$ cat config.mk
export PLATFORM = sky130hd
export DESIGN_NAME = io_input_reg
export DESIGN_NICKNAME = d
export VERILOG_FILES = /design/src/rtl/io_input_reg.sv
export SDC_FILE = /design/constraint.sdc
export NUM_CORES = 1
export LEC_CHECK = 0
export CORE_UTILIZATION = 54
export DETAILED_ROUTE_END_ITERATION = 10
export PLACE_DENSITY = 0.91
export SYNTH_ARGS = -nofsm -noshare
export SYNTH_HDL_FRONTEND = slang
export SYNTH_SLANG_ARGS = --single-unit
$ cat constraint.sdc
create_clock -name io_clk -period 2.4 [get_ports io_clk]
set_input_delay 0.48 -clock io_clk [delete_from_list [all_inputs] [get_ports io_clk]]
set_output_delay 0.48 -clock io_clk [all_outputs]
set_load 0.01 [all_outputs]
$ cat src/rtl/io_input_reg.sv
// io_input_reg: IO-space input ports with 2-flop synchronizers, sticky change flags and
// an optional per-port debounce filter enabled by defining IO_IN_DEBOUNCE_EN.
module io_input_reg #(
    parameter int DEBOUNCE_CYCLES = 16
) (
    input  logic        io_clk,
    input  logic        clr,
    input  logic [31:0] addr,
    input  logic        read_io_enable,
    input  logic [31:0] in_port0,
    input  logic [31:0] in_port1,
    output logic [31:0] dataout,
    output logic        io_chg
);
    logic [31:0] pin    [2];
    logic [31:0] sync1  [2];
    logic [31:0] sync2  [2];
    logic [31:0] stable [2];
    logic [1:0]  chg, acc, rclr;
    logic [5:0]  sel;
    logic        unused_bits;

    assign pin[0] = in_port0;
    assign pin[1] = in_port1;
    assign sel = addr[7:2];
    assign rclr = {read_io_enable && sel == 6'b110001, read_io_enable && sel == 6'b110000};
    assign unused_bits = ^{addr[31:8], addr[1:0]} ^ (DEBOUNCE_CYCLES == 0);

`ifdef IO_IN_DEBOUNCE_EN
    localparam int CW = $clog2(DEBOUNCE_CYCLES) + 1;
    logic [31:0]   cand [2];
    logic [CW-1:0] cnt  [2];

    // acceptance happens only after the candidate has held for DEBOUNCE_CYCLES cycles
    always_comb begin
        acc = '0;
        for (int i = 0; i < 2; i++)
            acc[i] = sync2[i] == cand[i] && cand[i] != stable[i] && cnt[i] == CW'(DEBOUNCE_CYCLES - 1);
    end

    always_ff @(posedge io_clk) begin
        if (clr) begin
            for (int i = 0; i < 2; i++) begin
                cand[i]   <= '0;
                cnt[i]    <= '0;
                stable[i] <= '0;
            end
        end else begin
            for (int i = 0; i < 2; i++) begin
                if (sync2[i] != cand[i]) begin
                    cand[i] <= sync2[i];
                    cnt[i]  <= '0;
                end else if (cand[i] != stable[i]) begin
                    if (acc[i]) begin
                        stable[i] <= cand[i];
                        cnt[i]    <= '0;
                    end else begin
                        cnt[i] <= cnt[i] + 1'b1;
                    end
                end else begin
                    cnt[i] <= '0;
                end
            end
        end
    end
`else
    always_comb begin
        acc = '0;
        for (int i = 0; i < 2; i++)
            acc[i] = sync2[i] != stable[i];
    end

    always_ff @(posedge io_clk) begin
        for (int i = 0; i < 2; i++)
            stable[i] <= clr ? '0 : sync2[i];
    end
`endif

    // a flag being set wins over a simultaneous read-clear
    always_ff @(posedge io_clk) begin
        if (clr) begin
            chg <= '0;
            for (int i = 0; i < 2; i++) begin
                sync1[i] <= '0;
                sync2[i] <= '0;
            end
        end else begin
            chg <= acc | (chg & ~rclr);
            for (int i = 0; i < 2; i++) begin
                sync1[i] <= pin[i];
                sync2[i] <= sync1[i];
            end
        end
    end

    always_comb begin
        dataout = sel == 6'b110001 ? stable[1] : sel == 6'b110010 ? {30'b0, chg} : stable[0];
        io_chg  = |chg;
    end
endmodule
**Yosys cells after proc, flatten, opt, wreduce, memory -nomap -nowiden**

Memories as Yosys holds them, arrays and structs flattened.
Index checks and enable logic that the tools add are counted.

- Memories kept: 3
- Input bits: 99
- Memory bits (writable): 192
- Register bits after elaboration: 2
- Logic and storage cells: 30
- Output and inout bits: 33

Memory list:

| memory | words | width | rd ports | clocked after memory_dff | wr ports | RTL line | text |
|---|---|---|---|---|---|---|---|
| stable | 2 | 32 | 2 | 0 | 2 | 18 | `logic [31:0] stable [2];` |
| sync1 | 2 | 32 | 2 | 0 | 2 | 16 | `logic [31:0] sync1 [2];` |
| sync2 | 2 | 32 | 2 | 0 | 2 | 17 | `logic [31:0] sync2 [2];` |

- Mux-type cells: 11
- Reductions and logical operators: 3
- Equal/unequal tests: 5
- Bitwise gates (word level): 7

Operators by type and width:

| kind | number |
|---|---|
| 2-to-1 mux 32 bit | 8 |
| inequality test 32 bit | 2 |
| equality test 6 bit, second input constant | 3 |
| OR 1 bit | 4 |
| 2-to-1 mux 1 bit | 3 |
| bitwise AND 2 bit | 1 |
| logical AND 1 bit | 2 |
| inverter 2 bit | 1 |
| OR 2 bit | 1 |
| OR reduction 2 bit | 1 |

**Longest topological paths before layout**

- Word-level depth: 5
- Mapped depth: 6
- Mapped depth without buffers: 4

**Worst setup path before layout**

OpenSTA, ideal clock, no wires.

- Path kind: input -> output
- Start: input addr[4]
- End: output dataout[10]
- Setup slack: 390 ps
- Stages: 6
- Arrival: 1,530 ps
- Path through: nand4bb_4 or3b_1 buf_2 buf_6 nand2_1 o21ai_0

- Longest elaborated chain between the ends: 3
- Elaborated cells on any way between the ends: 4
- Those cells by class: 2 x eq/ne; 2 x mux

RTL lines:

| item | RTL line | text |
|---|---|---|
| from (decl) | 8 | `input logic [31:0] addr,` |
| equality test 6 bit | 97 | `dataout = sel == 6'b110001 ? stable[1] : sel == 6'b110010 ? {30'b0, chg} : stable[0];` |
| 2-to-1 mux 32 bit | 97 |  |
| 2-to-1 mux 32 bit (*) | 97 |  |
| to (decl) | 12 | `output logic [31:0] dataout,` |

Mark *: on every way between the ends. The rest lies on a longest branch, timed or not.

**Worst setup path in the final report**

- Start: input addr[6]
- End: output dataout[27]

Same word-level chain as after synthesis.

==> results_dict.tcl <==
set metrics [dict create \
    die_area_sq_mm 0.0123 \
    met2WireLength_um 6730 \
    grt_usage_pct 23.4 \
    rows 39 \
    numPortBuffers 105 \
    reg2reg_slack_ns 1.00 \
    core_sq_mm 0.0115 \
    multi_input_area_sq_mm 0.00254 \
    critPathMaxFanout 4 \
    syn-cell-area_sq_mm 0.00642 \
    startpoint "addr[6]" \
    power_leakage_nw 3.27 \
    period_minus_slack_ns 2.36 \
    dp_hpwl_um 9460 \
    fmax_mhz 423 \
    critPathSlowestCell "nor3b_4" \
    cts_tree "yes" \
    ios 132 \
    nFillCells 765 \
    slew_violations 0 \
    synth_most_common_cell "dfxtp_1" \
    syn_nets 706 \
    clockPowerShare_pct 40.5 \
    cp_cell_sequence "dlygate4sd2_1 > nand4bb_4 > buf_6 > nor3b_4 > buf_6 > clkbuf_16 > nand2_2 > o21ai_2 > buf_2" \
    drive_above_1_share_pct 17.0 \
    nets 821 \
    cts_buffers 17 \
    swShare_pct 21.2 \
    arrival_ns 1.88 \
    end_kind "output pin" \
    ys_async_sr_fraction_pct 0 \
    synth_common_cells "dfxtp_1, nor2b_1, xnor2_1" \
    met3_length_um 1160 \
    hold_depth 1 \
    timing.rr.end "chg[1]" \
    grt_overflow 0 \
    synth_warnings 0 \
    grt_pass1_vias 4227 \
    final_core_util_pct 72.7 \
    gp_congestion 0.901 \
    worst-r2r-cell-count 4 \
    pre_cts_slack_ns -0.618 \
    wl_um 14400 \
    drt-pass1-iter-count 8 \
    synth_top_area_cell "dfxtp_1" \
    die_x_um 111 \
    cpPeakStageDelay_ns 0.25 \
    post_synth.cell_area_avg_sq_um 10.6 \
    holdCritStartpoint "sync1[0][58]" \
    finalWorstSetupSlack_ns 0.0358 \
    p_comb_share_pct 6.8 \
    clock_latency_ns 0.43 \
    diodes 0 \
    worstSetupPathType "input pin to output pin" \
    top_layer "met4" \
    holdPathEnd "sync2[0][58]" \
    die_h_um 111 \
    clockBufferDepth 2 \
    vias 4407 \
    grt_max_degree 64 \
    routedWlPerCell_um 16.4 \
    irDropWorstVdd_mv 0.507 \
    ys_seq_area_share_pct 60.4 \
    cts-root-buf "clkbuf_16" \
    tightest_slew_ns 0.507 \
    cellInternalPower_mw 5.12 \
    required_ns 1.92 \
    synth_edf_count 0 \
    p_switching_mw 1.38 \
    htree_levels 4 \
    yosys_most_used_dff "dfxtp_1" \
    syn_inst 607 \
    cts_sinks 194 \
    area_growth_pct 30.3 \
    hold_viol 0 \
    initial_core_util_pct 55.8 \
    maxCapViolations 0 \
    final_antenna_net_count 0 \
    setup_viol_count_final 0 \
    seq_power_share_pct 52.7 \
    hp-class "flip-flop to flip-flop" \
    timing.rr.start "stable[0][60]" \
    rsz0062_at_grt "no" \
    holdWs_ns 0.434 \
    slew_headroom_pct 66.2 \
    layout_worst_path_cycle_share_pct 98.5 \
    path_common_cell "buf_6" \
    outcome "finished, violations left" \
    wl_met1_um 6220 \
    powerDensity_mw_per_mm2 776 \
    skew_ns 0.00918 \
    path_clk_slew_ns 0.06 \
    drt-initial-drc-count 342 \
    synth_area_leaders "dfxtp_1, nor2b_1, xnor2_1, nand2_1, o21ai_0" \
    regArea_sq_mm 0.00388 \
    grt_pass1_wl_um 21600 \
    antenna_found_initial 0 \
    startpoint_type "input pin" \
    yosysTopAreaCellShare_pct 60.4 \
    vias_per_cell 5.03 \
    route.detailed.drc 16 \
    ys_ff_latch 194 \
    ys_types 19 \
    violations "DRC" \
    fin_tns_setup_ns 0 \
]
worst max-delay path by stage:
stage	endpoint	slack [ns]	cells past startpoint
finish	dataout[27]	0.04	9
global route	dataout[27]	0.005	9
CTS	dataout[18]	0.001	9
detailed placement	dataout[20]	-0.62	7
global placement	dataout[28]	-0.57	7
floorplan	dataout[10]	0.39	6
metrics by stage:
step / cells / area (sq um) / total power, mW
3_3_place_gp: 835 / 7650 / 3.92
4_1_cts: 874 / 8240 / 6.53
6_report: 877 / 8370 / 6.50
3_5_place_dp: 835 / 7650 / 3.93
5_1_grt: 877 / 8370 / 6.71
2_1_floorplan: 607 / 6420 / 3.70
cell type report:
cell class | instances | area share (%)
clock buffers | 22 | 5.67
inverters | 1 | 0.0448
flip-flops and latches | 194 | 46.4
well taps | 143 | 2.14
clock inverters | 9 | 0.987
repair buffers | 127 | 14.4
multi-input cells | 381 | 30.4
sequential cells by signal, indices dropped and copies added, names as in the netlist:
register  flops
stable       64
sync1        64
sync2        64
chg           2
worst max-delay path: cells and delay by family:
kind | cells | cell delay [ns]
AND/OR/NAND/NOR | 3 | 0.45
buffers and inverters | 5 | 0.87
AO/OA/AOI/OAI | 1 | 0.09
power groups by stage:
stage / Combinational [mW] / Clock, mW / Sequential, mW
after CTS: 0.438 / 2.67 / 3.42
final: 0.443 / 2.63 / 3.43
after global routing: 0.482 / 2.79 / 3.43
after detailed placement: 0.439 / 0 / 3.49
after floorplan: 0.236 / 0 / 3.47
after global placement: 0.429 / 0 / 3.49
per-layer routing:
metal,GRT usage (%),up-vias
met5,0,-
met4,8.65,0
met2,37.9,201
met1,30.1,2045
met3,6.12,24
li1,-,2137
layout by cell type (no fill, tap or decap), types with 2 or more instances in the layout:
cell type,netlist,final
clkbuf_2,0,2
nand4_1,16,16
buf_6,3,6
xnor2_1,64,64
nor2b_1,192,192
clkinv_2,0,4
nand2_2,0,11
nand2_4,0,3
nor4_1,4,4
dfxtp_1,194,194
o21ai_1,5,5
buf_4,0,7
a31oi_1,2,2
clkbuf_8,0,3
o21ai_2,0,18
buf_2,4,31
dlygate4sd2_1,0,4
clkinv_4,0,2
buf_8,0,3
o21ai_0,28,8
clkdlybuf4s50_1,0,66
buf_12,0,5
nand2_1,62,48
clkbuf_16,0,19
clkinvlp_4,0,2
clkbuf_1,24,2
mux2i_1,2,2
o21ai_4,0,2
cells by family (layout without fill, tap and decap cells):
family | after synthesis | after routing | synth area share (%)
compound gates | 36 | 36 | 2.90
xor+xnor | 64 | 64 | 8.72
buf+inv | 32 | 159 | 2.30
flops | 194 | 194 | 60.4
mux | 2 | 2 | 0.312
simple gates | 279 | 279 | 25.3
timing repair:
item,4_1_cts,5_1_grt
pin swaps,3,4
setup buffers,5,3
resized for setup,177,44
setup endpoints to repair,32,32
hold buffers,0,0
gates cloned,3,3
No activity file was read; power rests on OpenSTA's default activity.
